===== src/rtl/pcie_consts.sv =====
// Shared PCIe/packet-path constants and record types.
// Consumed by the descriptor request merger and its neighbours.
package pcie_consts;

  localparam int HEAD_UPD_FIFO_DEPTH = 16;
  localparam int DEF_NB_QUEUES       = 8192;
  localparam int DEF_QUEUE_ID_WIDTH  = $clog2(DEF_NB_QUEUES);

  typedef struct packed {
    logic [31:0] pkt_queue_id;
    logic [31:0] dsc_queue_id;
    logic [15:0] size;
    logic        needs_dsc;
    logic        descriptor_only;
  } pkt_meta_with_queues_t;

  typedef struct packed {
    logic [DEF_QUEUE_ID_WIDTH-1:0] queue_id;
  } head_upd_t;

  typedef enum logic {
    SRC_PKT = 1'b0,
    SRC_DSC = 1'b1
  } rr_src_e;

  function automatic pkt_meta_with_queues_t mk_dsc_only(
    input logic [31:0] qid
  );
    pkt_meta_with_queues_t r;
    r                 = '0;
    r.descriptor_only = 1'b1;
    r.pkt_queue_id    = qid;
    return r;
  endfunction

endpackage


===== src/rtl/fifo_wrapper_infill_mlab.sv =====
// Small show-ahead FIFO: rd_data_o is the head whenever !empty_o.
// Writes while full are ignored, even with a same-cycle read.
module fifo_wrapper_infill_mlab #(
  parameter  int WIDTH = 8,
  parameter  int DEPTH = 16,
  localparam int AW    = $clog2(DEPTH)
) (
  input  logic             clk,
  input  logic             rst,
  input  logic [WIDTH-1:0] wr_data_i,
  input  logic             wr_en_i,
  output logic             full_o,
  input  logic             rd_en_i,
  output logic [WIDTH-1:0] rd_data_o,
  output logic             empty_o
);

  logic [WIDTH-1:0] mem_q [DEPTH];
  logic [AW:0]      wptr_q;
  logic [AW:0]      rptr_q;
  logic             do_wr;
  logic             do_rd;

  assign empty_o   = (wptr_q == rptr_q);
  assign full_o    = (wptr_q[AW] != rptr_q[AW]) &&
                     (wptr_q[AW-1:0] == rptr_q[AW-1:0]);
  assign rd_data_o = mem_q[rptr_q[AW-1:0]];
  assign do_wr     = wr_en_i && !full_o;
  assign do_rd     = rd_en_i && !empty_o;

  always_ff @(posedge clk) begin
    if (!rst) begin
      wptr_q <= '0;
      rptr_q <= '0;
    end else begin
      if (do_wr) wptr_q <= wptr_q + (AW+1)'(1);
      if (do_rd) rptr_q <= rptr_q + (AW+1)'(1);
    end
  end

  always_ff @(posedge clk) begin
    if (do_wr) mem_q[wptr_q[AW-1:0]] <= wr_data_i;
  end

endmodule


===== src/rtl/pkt_dsc_request_merger.sv =====
// Merges RX packet metadata with head-pointer updates into one stream.
// Optional head-update coalescing: PKT_DSC_HEAD_COALESCE_EN.
module pkt_dsc_request_merger
  import pcie_consts::*;
#(
  parameter  int NB_QUEUES       = DEF_NB_QUEUES,
  parameter  int HEAD_FIFO_DEPTH = HEAD_UPD_FIFO_DEPTH,
  localparam int QW              = $clog2(NB_QUEUES)
) (
  input  logic                  clk,
  input  logic                  rst,
  input  pkt_meta_with_queues_t in_pkt_meta_data,
  input  logic                  in_pkt_meta_valid,
  output logic                  in_pkt_meta_ready,
  input  logic [QW-1:0]         in_head_upd_queue_id,
  input  logic                  in_head_upd_valid,
  output logic                  in_head_upd_ready,
  output pkt_meta_with_queues_t out_meta_data,
  output logic                  out_meta_valid,
  input  logic                  out_meta_ready,
  output logic [31:0]           merged_cnt,
  output logic [31:0]           dsc_only_cnt,
  output logic [31:0]           coalesced_cnt
);

  pkt_meta_with_queues_t out_q, out_d;
  logic                  out_valid_q, out_valid_d;
  rr_src_e               rr_q, rr_d;
  logic [31:0]           merged_q, merged_d;
  logic [31:0]           dsc_q, dsc_d;

  logic          fifo_full, fifo_empty;
  logic          fifo_push, fifo_pop;
  logic [QW-1:0] fifo_head;
  logic          fifo_ne, slot_free, fuse, both;
  logic          pick_pkt, pick_dsc, hu_acc;

  fifo_wrapper_infill_mlab #(
    .WIDTH (QW),
    .DEPTH (HEAD_FIFO_DEPTH)
  ) u_head_fifo (
    .clk       (clk),
    .rst       (rst),
    .wr_data_i (in_head_upd_queue_id),
    .wr_en_i   (fifo_push),
    .full_o    (fifo_full),
    .rd_en_i   (fifo_pop),
    .rd_data_o (fifo_head),
    .empty_o   (fifo_empty)
  );

  assign fifo_ne   = !fifo_empty;
  assign slot_free = !out_valid_q || out_meta_ready;
  assign both      = fifo_ne && in_pkt_meta_valid;
  assign fuse      = both &&
    (in_pkt_meta_data.pkt_queue_id[QW-1:0] == fifo_head);
  assign pick_pkt  = fuse || (in_pkt_meta_valid &&
                     (!fifo_ne || rr_q == SRC_PKT));
  assign pick_dsc  = !fuse && fifo_ne &&
                     (!in_pkt_meta_valid || rr_q == SRC_DSC);

  assign in_pkt_meta_ready = rst && slot_free && pick_pkt;
  assign in_head_upd_ready = rst && !fifo_full;
  assign fifo_pop          = slot_free && (fuse || pick_dsc);
  assign hu_acc            = in_head_upd_valid && in_head_upd_ready;

  assign out_meta_data  = out_q;
  assign out_meta_valid = out_valid_q;
  assign merged_cnt     = merged_q;
  assign dsc_only_cnt   = dsc_q;

  always_comb begin
    out_valid_d = out_valid_q;
    out_d       = out_q;
    rr_d        = rr_q;
    merged_d    = merged_q;
    dsc_d       = dsc_q;
    if (slot_free) begin
      out_valid_d = pick_pkt || pick_dsc;
      if (pick_pkt) begin
        out_d           = in_pkt_meta_data;
        out_d.needs_dsc = fuse;
        if (fuse) out_d.descriptor_only = 1'b0;
      end else if (pick_dsc) begin
        out_d = mk_dsc_only(32'(fifo_head));
      end
      if (fuse)     merged_d = merged_q + 32'd1;
      if (pick_dsc) dsc_d    = dsc_q + 32'd1;
      // Fused records do not consume a round-robin turn.
      if (both && !fuse)
        rr_d = (rr_q == SRC_PKT) ? SRC_DSC : SRC_PKT;
    end
  end

  always_ff @(posedge clk) begin
    if (!rst) begin
      out_valid_q <= 1'b0;
      out_q       <= '0;
      rr_q        <= SRC_PKT;
      merged_q    <= '0;
      dsc_q       <= '0;
    end else begin
      out_valid_q <= out_valid_d;
      out_q       <= out_d;
      rr_q        <= rr_d;
      merged_q    <= merged_d;
      dsc_q       <= dsc_d;
    end
  end

`ifdef PKT_DSC_HEAD_COALESCE_EN
  logic [NB_QUEUES-1:0] pend_q, pend_d;
  logic [31:0]          coal_q, coal_d;
  logic                 drop;

  // A queue already waiting in the FIFO needs no second entry,
  // unless that entry leaves this very cycle.
  assign drop = pend_q[in_head_upd_queue_id] &&
    !(fifo_pop && fifo_head == in_head_upd_queue_id);
  assign fifo_push     = hu_acc && !drop;
  assign coalesced_cnt = coal_q;

  always_comb begin
    pend_d = pend_q;
    coal_d = coal_q;
    if (fifo_pop)  pend_d[fifo_head]            = 1'b0;
    if (fifo_push) pend_d[in_head_upd_queue_id] = 1'b1;
    if (hu_acc && drop) coal_d = coal_q + 32'd1;
  end

  always_ff @(posedge clk) begin
    if (!rst) begin
      pend_q <= '0;
      coal_q <= '0;
    end else begin
      pend_q <= pend_d;
      coal_q <= coal_d;
    end
  end
`else
  assign fifo_push     = hu_acc;
  assign coalesced_cnt = '0;
`endif

endmodule


===== config.mk =====
export PLATFORM = sky130hd
export DESIGN_NAME = pkt_dsc_request_merger
export DESIGN_NICKNAME = d
export VERILOG_FILES = /design/src/rtl/pcie_consts.sv /design/src/rtl/fifo_wrapper_infill_mlab.sv /design/src/rtl/pkt_dsc_request_merger.sv
export SDC_FILE = /design/constraint.sdc
export NUM_CORES = 1
export LEC_CHECK = 0
export BUFFER_PORTS_ARGS = -buffer_cell sky130_fd_sc_hd__buf_2
export CELL_PAD_IN_SITES_DETAIL_PLACEMENT = 1
export CELL_PAD_IN_SITES_GLOBAL_PLACEMENT = 1
export CORE_MARGIN = 2
export CORE_UTILIZATION = 35
export CTS_BUF_LIST = sky130_fd_sc_hd__clkbuf_16
export CTS_CLUSTER_DIAMETER = 100
export DETAILED_ROUTE_END_ITERATION = 12
export GPL_TIMING_DRIVEN = 1
export PLACE_DENSITY = 0.69
export SYNTH_ARGS = -nofsm -noshare
export SYNTH_HDL_FRONTEND = slang
export SYNTH_SLANG_ARGS = --single-unit

===== constraint.sdc =====
create_clock -name clk -period 4.84 [get_ports clk]
set_clock_uncertainty 0.2 [all_clocks]
set_input_delay 0.484 -clock clk [delete_from_list [all_inputs] [get_ports clk]]
set_output_delay 0.484 -clock clk [all_outputs]
set_load 0.05 [all_outputs]

==> flow_summary.yaml, run 1 <==
worst_setup_path:
  start_kind: "register"
  max_stage_delay_ps: 500
  worstPathCellList: "buf_4 -> mux4_2 -> mux2i_1 -> mux2i_1 -> xor2_1 -> a211o_1 -> nor4_4 -> a21oi_1 -> or3_1 -> inv_2 -> buf_2"
  cp-end-kind: "output port"
  crit_required_ps: 4160
  crit_path_frequent_cell: "mux2i_1"
  rr_worst_depth: 11
  cp_max_fo: 13
  slowest_stage: "mux4_2"
  arrival_ps: 3930
  path_class: "register to output port"
min_path:
  hold_depth: 3
  hold_class: "input port to register"
floorplanning:
  core-area_mm2: 0.0433
  ioPinCount: 281
  die_h_um: 214
  initial_core_util_pct: 35.6
  die_w_um: 214
  die-area_mm2: 0.0457
  rows: 76
logic_synthesis:
  yosysUniqueCellTypes: 63
  netlist_area_mm2: 0.0154
  ys_ff_latch: 370
  ys_warn_count: 0
  avgSynthCellArea_um2: 12.9
  synth_edf_count: 208
  synthFlopType: "edfxtp_1"
  yosysSeqAreaShare_pct: 61.6
  async_reset_ff_share_pct: 0
  syn-instance-count: 1198
route:
  via_per_inst: 5.19
  drc: 0
  wl_per_cell_um: 21.6
  ant_nets: 0
  drtPass1Iterations: 5
  vias: 11195
  initialDrtViolationCount: 685
  wl_um: 46500
grt:
  overflow: 0
  grt_pass1_vias: 11457
  antenna_found_initial: 4
  grt_max_degree: 79
  grt_pass1_wl_um: 68500
  track_usage_pct: 19.7
place:
  port_buffers: 247
  dp_hpwl_um: 30100
  routabilityCongestion: 0.820
layout:
  nFillCells: 4611
  ff_latch_area_mm2: 0.00950
  synthToLayoutAreaGrowth_pct: 25.7
  finalNetCount: 1641
  drive_above_1_share_pct: 26.9
  multi_input_area_mm2: 0.00537
pwr:
  switching_share_pct: 27.6
  p_leak_nw: 7.47
  power.switching_mw: 2.10
  sequentialPowerShare_pct: 45.7
  peakVddDrop_mv: 0.262
  internal_power_mw: 5.50
  combPwrFrac_pct: 13.6
  power.density_mw_per_mm2: 392
  clkPwrFrac_pct: 40.8
  power_mw: 7.59
cts:
  clk_pin_slew_ps: 70
  cts_tree: "done"
  htree_levels: 2
  cts_inserted_buffers: 41
  cts-root-buf: "clkbuf_16"
  clk_latency_ps: 550
  cts.path.max_buffers: 3
  numClockSinks: 370
timing:
  fmax_mhz: 217
  final_hold_viol_count: 0
  rsz0062_at_grt: "false"
  timing.final.crit_period_ps: 4610
  setup-violations-final: 0
  finalSetupTns_ps: 0
  period_share_pct: 95.3
  slew-limit-headroom_pct: 30.6
  slew_viol_final: 0
  worst_pin_slew_ps: 1040
status:
  status: "finished, final reports clean"
flow_run:
  max-cap-violations: 0
## layer usage
| layer | vias up | share of wire (%) | track usage, % |
|---|---|---|---|
| met1 | 5633 | 42 | 25.2 |
| met3 | 106 | 5.1 | 3.60 |
| met5 | - | 0.028 | 0 |
| li1 | 5145 | - | - |
| met4 | 2 | 3.1 | 6.87 |
| met2 | 309 | 50 | 33.7 |
## metrics by stage
| stage | std cells | instance area, um2 | utilization, % | worst slack (ps) | hold slack [ps] |
|---|---|---|---|---|---|
| 2_1_floorplan | 1229 | 15500 | - | 857 | 264 |
| 3_3_place_gp | 2003 | 17300 | 40.0 | 571 | 244 |
| 3_5_place_dp | 2003 | 17300 | 40.0 | 510 | 250 |
| 4_1_cts | 2146 | 19300 | 44.6 | 61.3 | 31.8 |
| 5_1_grt | 2154 | 19400 | 44.8 | 1.44 | 45.8 |
| 6_report | 2155 | 19400 | 44.8 | 226 | 54.6 |
## flip-flops by register name, summed over array words and instances, names as in the netlist, named ones only
name and flops:
u_head_fifo.wptr_q 5, rr_q 1, dsc_only_cnt 32, merged_cnt 32, out_meta_valid 1, u_head_fifo.mem_q 208
u_head_fifo.rptr_q 5, out_meta_data 82
## logic make-up (layout without fill, tap and decap cells)
logic type	Yosys count	in the layout	share of synthesized area, %
buf+inv	131	469	4.55
fa+ha+maj	7	7	0.568
compound gates	209	209	10.2
xor+xnor	33	33	1.88
other cells	1	35	0.0243
simple gates	324	324	10.8
mux	123	123	10.4
flops	370	370	61.6
## worst max-delay path: cells and delay by family, from the launching register on
family / cells / cell delay (ps)
and+or+nand+nor: 2 / 620
DFF: 1 / 490
muxes: 3 / 970
xor gates and xnor gates: 1 / 200
AOI/OAI and AO/OA: 2 / 480
buffers and inverters: 3 / 620
## Yosys cell counts (9+ instances only)
cell | count | area share (%)
xnor2_1 | 21 | 1.2
buf_2 | 15 | 0.49
mux2i_1 | 81 | 5.3
nand4_1 | 18 | 0.73
nand2b_1 | 33 | 1.3
or4_1 | 17 | 0.83
o221ai_1 | 10 | 0.57
o211ai_1 | 9 | 0.44
buf_4 | 37 | 1.8
clkbuf_1 | 39 | 0.95
nor3_1 | 10 | 0.32
nor2_1 | 55 | 1.3
nand2_1 | 100 | 2.4
edfxtp_1 | 208 | 41
mux4_2 | 28 | 4.1
o21ai_0 | 15 | 0.49
xor2_1 | 12 | 0.68
o31ai_1 | 11 | 0.54
inv_1 | 30 | 0.73
nand3_1 | 33 | 1.1
a22o_1 | 70 | 4.0
mux2_2 | 14 | 1.0
dfxtp_1 | 162 | 21
a21oi_1 | 39 | 1.3
and3_1 | 16 | 0.65
## repair_timing
item / 4_1_cts / 5_1_grt
pin swaps: 0 / 0
buffers inserted: 0 / 6
endpoints found under the hold margin: 67 / 0
endpoints found under the setup margin: 1 / 1
resized for setup: 3 / 4
hold buffers: 67 / 0
## final timing paths
kind                                       start  slack [ps]                              to
setup / recovery                        register         230               in_pkt_meta_ready
hold / removal              in_pkt_meta_data[55]          50  out_meta_data[55]$_SDFFE_PN0P_
setup reg to reg                        register         750     merged_cnt[20]$_SDFFE_PN0P_
hold reg to reg   out_meta_data[54]$_SDFFE_PN0P_         260  out_meta_data[54]$_SDFFE_PN0P_
## final cells by class
| cell class | count | area share [%] |
|---|---|---|
| Sequential cell | 370 | 49.0 |
| Multi-Input combinational cell | 728 | 27.7 |
| Timing Repair Buffer | 362 | 11.9 |
| Clock buffer | 41 | 5.30 |
| Tap cell | 585 | 3.78 |
| Clock inverter | 35 | 1.63 |
| Inverter | 31 | 0.601 |
| Antenna cell | 3 | 0.0387 |
## power groups by stage
stage	sequential [mW]	clock [mW]	combinational, mW
global route	3.48	3.29	1.09
detailed placement	3.53	0	0.970
finish	3.47	3.09	1.03
CTS	3.47	3.16	1.02
global placement	3.53	0	0.951
floorplan	3.76	0	0.455
## cell usage in the layout, fill, tap and decap left out, types with 28 or more instances in the layout
cell type / n
clkbuf_16: 41
buf_4: 43
nand2_1: 100
a21oi_1: 39
a22o_1: 70
dfxtp_1: 159
dlygate4sd3_1: 67
nor2_1: 54
nand2b_1: 33
conb_1: 32
edfxtp_1: 208
buf_2: 247
nand3_1: 33
mux4_2: 28
mux2i_1: 81
inv_1: 33
Power figures use the tool's default switching activity.
==> run 2, diff against run 1 <==
- CELL_PAD_IN_SITES_GLOBAL_PLACEMENT: 1 -> 2
- PLACE_DENSITY: 0.69 -> 0.79
- REMOVE_ABC_BUFFERS: unset -> 1
==> run 2 against run 1 <==
  * Sequential share of layout area rose by 0.21 points
  * Critical endpoint unchanged
  * Sequential cell count unchanged
  * Die area unchanged
  * Final area down 0.39%
  * Utilization shrank 0.18 points
  * Power shrank 0.81%
  * Critical path depth did not move
==> flow_summary.yaml, run 2 (synthesized netlist as in run 1, its figures left out) <==
status:
  status: "finished, final reports clean"
pwr:
  power_mw: 7.53
  peakVddDrop_mv: 0.270
  p_leak_nw: 7.47
  power.density_mw_per_mm2: 390
layout:
  largest_register_ffs: 208
  finalNetCount: 1636
  synthToLayoutAreaGrowth_pct: 25.2
  final_cell_mix: "buf_2, edfxtp_1, dfxtp_1, nand2_1, mux2i_1"
  nFillCells: 4584
  layoutNonFillerInstCount: 2148
  layout_commonest_cell: "buf_2"
  drive_above_1_share_pct: 26.1
  design_area_mm2: 0.0193
worst_setup_path:
  start_kind: "register"
  arrival_ps: 3920
  max_stage_delay_ps: 520
  worstPathCellList: "buf_12 -> mux2_2 -> o22ai_1 -> o21ai_0 -> nand3_1 -> or4b_4 -> nor4_4 -> a21oi_1 -> or3_1 -> inv_2 -> buf_2"
  cp-end-kind: "output port"
  crit_required_ps: 4160
  cpLargestDelayFamily: "simple AND/OR/NAND/NOR gates"
  slowest_stage: "or4b_4"
  cp_max_fo: 19
  path_class: "register to output port"
  critPathBufInv: 3
route:
  vias: 11161
  ant_nets: 0
  wl_um: 46000
  wl_per_cell_um: 21.4
  drc: 0
  via_per_inst: 5.20
  drtPass1Iterations: 5
  initialDrtViolationCount: 665
timing:
  setup-violations-final: 0
  worst_pin_slew_ps: 1160
  rsz0062_at_grt: "false"
  timing.final.crit_period_ps: 4600
  finalSetupTns_ps: 0
  slew-limit-headroom_pct: 22.0
  fmax_mhz: 217
  period_share_pct: 95.1
  final_hold_viol_count: 0
  fin_ws_ps: 235
  slew_viol_final: 0
floorplanning:
  die_h_um: 214
  ioPinCount: 281
  rows: 76
  die_w_um: 214
  initial_core_util_pct: 35.6
  core-area_mm2: 0.0433
  die-area_mm2: 0.0457
grt:
  grt_pass1_vias: 11402
  overflow: 0
  track_usage_pct: 19.7
  grt_pass1_wl_um: 68200
  antenna_found_initial: 8
  grt_max_degree: 79
place:
  routabilityCongestion: 0.759
  post_dp_cell_area_mm2: 0.0173
  dp_slack_ps: 459
  port_buffers: 247
  placed_cells: 2003
  dp_hpwl_um: 29600
flow_run:
  max-cap-violations: 0
min_path:
  hold_class: "input port to register"
cts:
  htree_levels: 2
  clk_latency_ps: 570
  clk_pin_slew_ps: 60
  cts_inserted_buffers: 41
  numClockSinks: 370
  cts-root-buf: "clkbuf_16"
  cts.path.max_buffers: 3
  cts_tree: "done"
-- run 2: cell count changes in the layout (fill, tap and decap cells not counted), moves of 2 or more --
cell,previous run,this run
clkinvlp_4,4,0
inv_1,33,43
clkinv_1,9,7
inv_6,4,1
buf_4,43,39
buf_6,3,0
-- run 2: repair_timing --
action                     in CTS  in global routing
gates resized for setup         2                  4
buffers inserted                0                  1
hold endpoints to repair       67                  0
pin swaps                       0                  0
cloned                          0                  0
setup endpoints to repair       1                  1
hold buffers                   67                  0
-- run 2: power by group --
| group | internal, mW | total, mW | switching [mW] |
|---|---|---|---|
| clock network | 1.74 | 3.04 | 1.30 |
| registers | 3.41 | 3.47 | 0.0664 |
| logic | 0.308 | 1.02 | 0.712 |
-- run 2: layout make-up --
type                    count  area, um2  share of cell area, %
clock buffers              42       1050                   5.45
multi-input cells         728       5370                   27.8
diodes                      2       5.00                 0.0259
clock inverters            33        245                   1.27
well taps                 585        732                   3.79
repair buffers            357       2270                   11.8
inverters                  31        116                  0.603
flip-flops and latches    370       9500                   49.2
-- run 2: worst reg2reg max path, delay by kind of cell (launching register included) --
kind                   cells  cell delay [ps]
and+or+nand+nor            5             1770
AOI/OAI and AO/OA          2              370
muxes                      2              610
DFF                        1              480
buffers and inverters      2              480
-- run 2: through the flow --
stage | hold WS [ps] | utilization [%]
floorplan | 264 | -
global placement | 245 | 40.0
detailed placement | 253 | 40.0
CTS | 14.6 | 44.5
global route | 51.5 | 44.6
finish | 51.7 | 44.6
-- run 2: final timing paths --
path | from | to | slack [ps] | cells after the start
worst max register to register | register | merged_cnt[24]$_SDFFE_PN0P_ | 850 | 11
worst max-delay path | register | in_pkt_meta_ready | 240 | 11
worst min register to register | out_meta_data[58]$_SDFFE_PN0P_ | out_meta_data[58]$_SDFFE_PN0P_ | 260 | 2
worst min-delay path | in_pkt_meta_data[59] | out_meta_data[59]$_SDFFE_PN0P_ | 50 | 3
-- run 2: layer usage --
layer  routed length [um]  vias to the layer above  global-route usage (%)
met5                   85                        -                       0
met4                 1390                       12                    7.02
met3                 2640                       97                    4.70
met2                22700                      283                    33.3
met1                19100                     5638                    24.5
li1                     -                     5131                       -
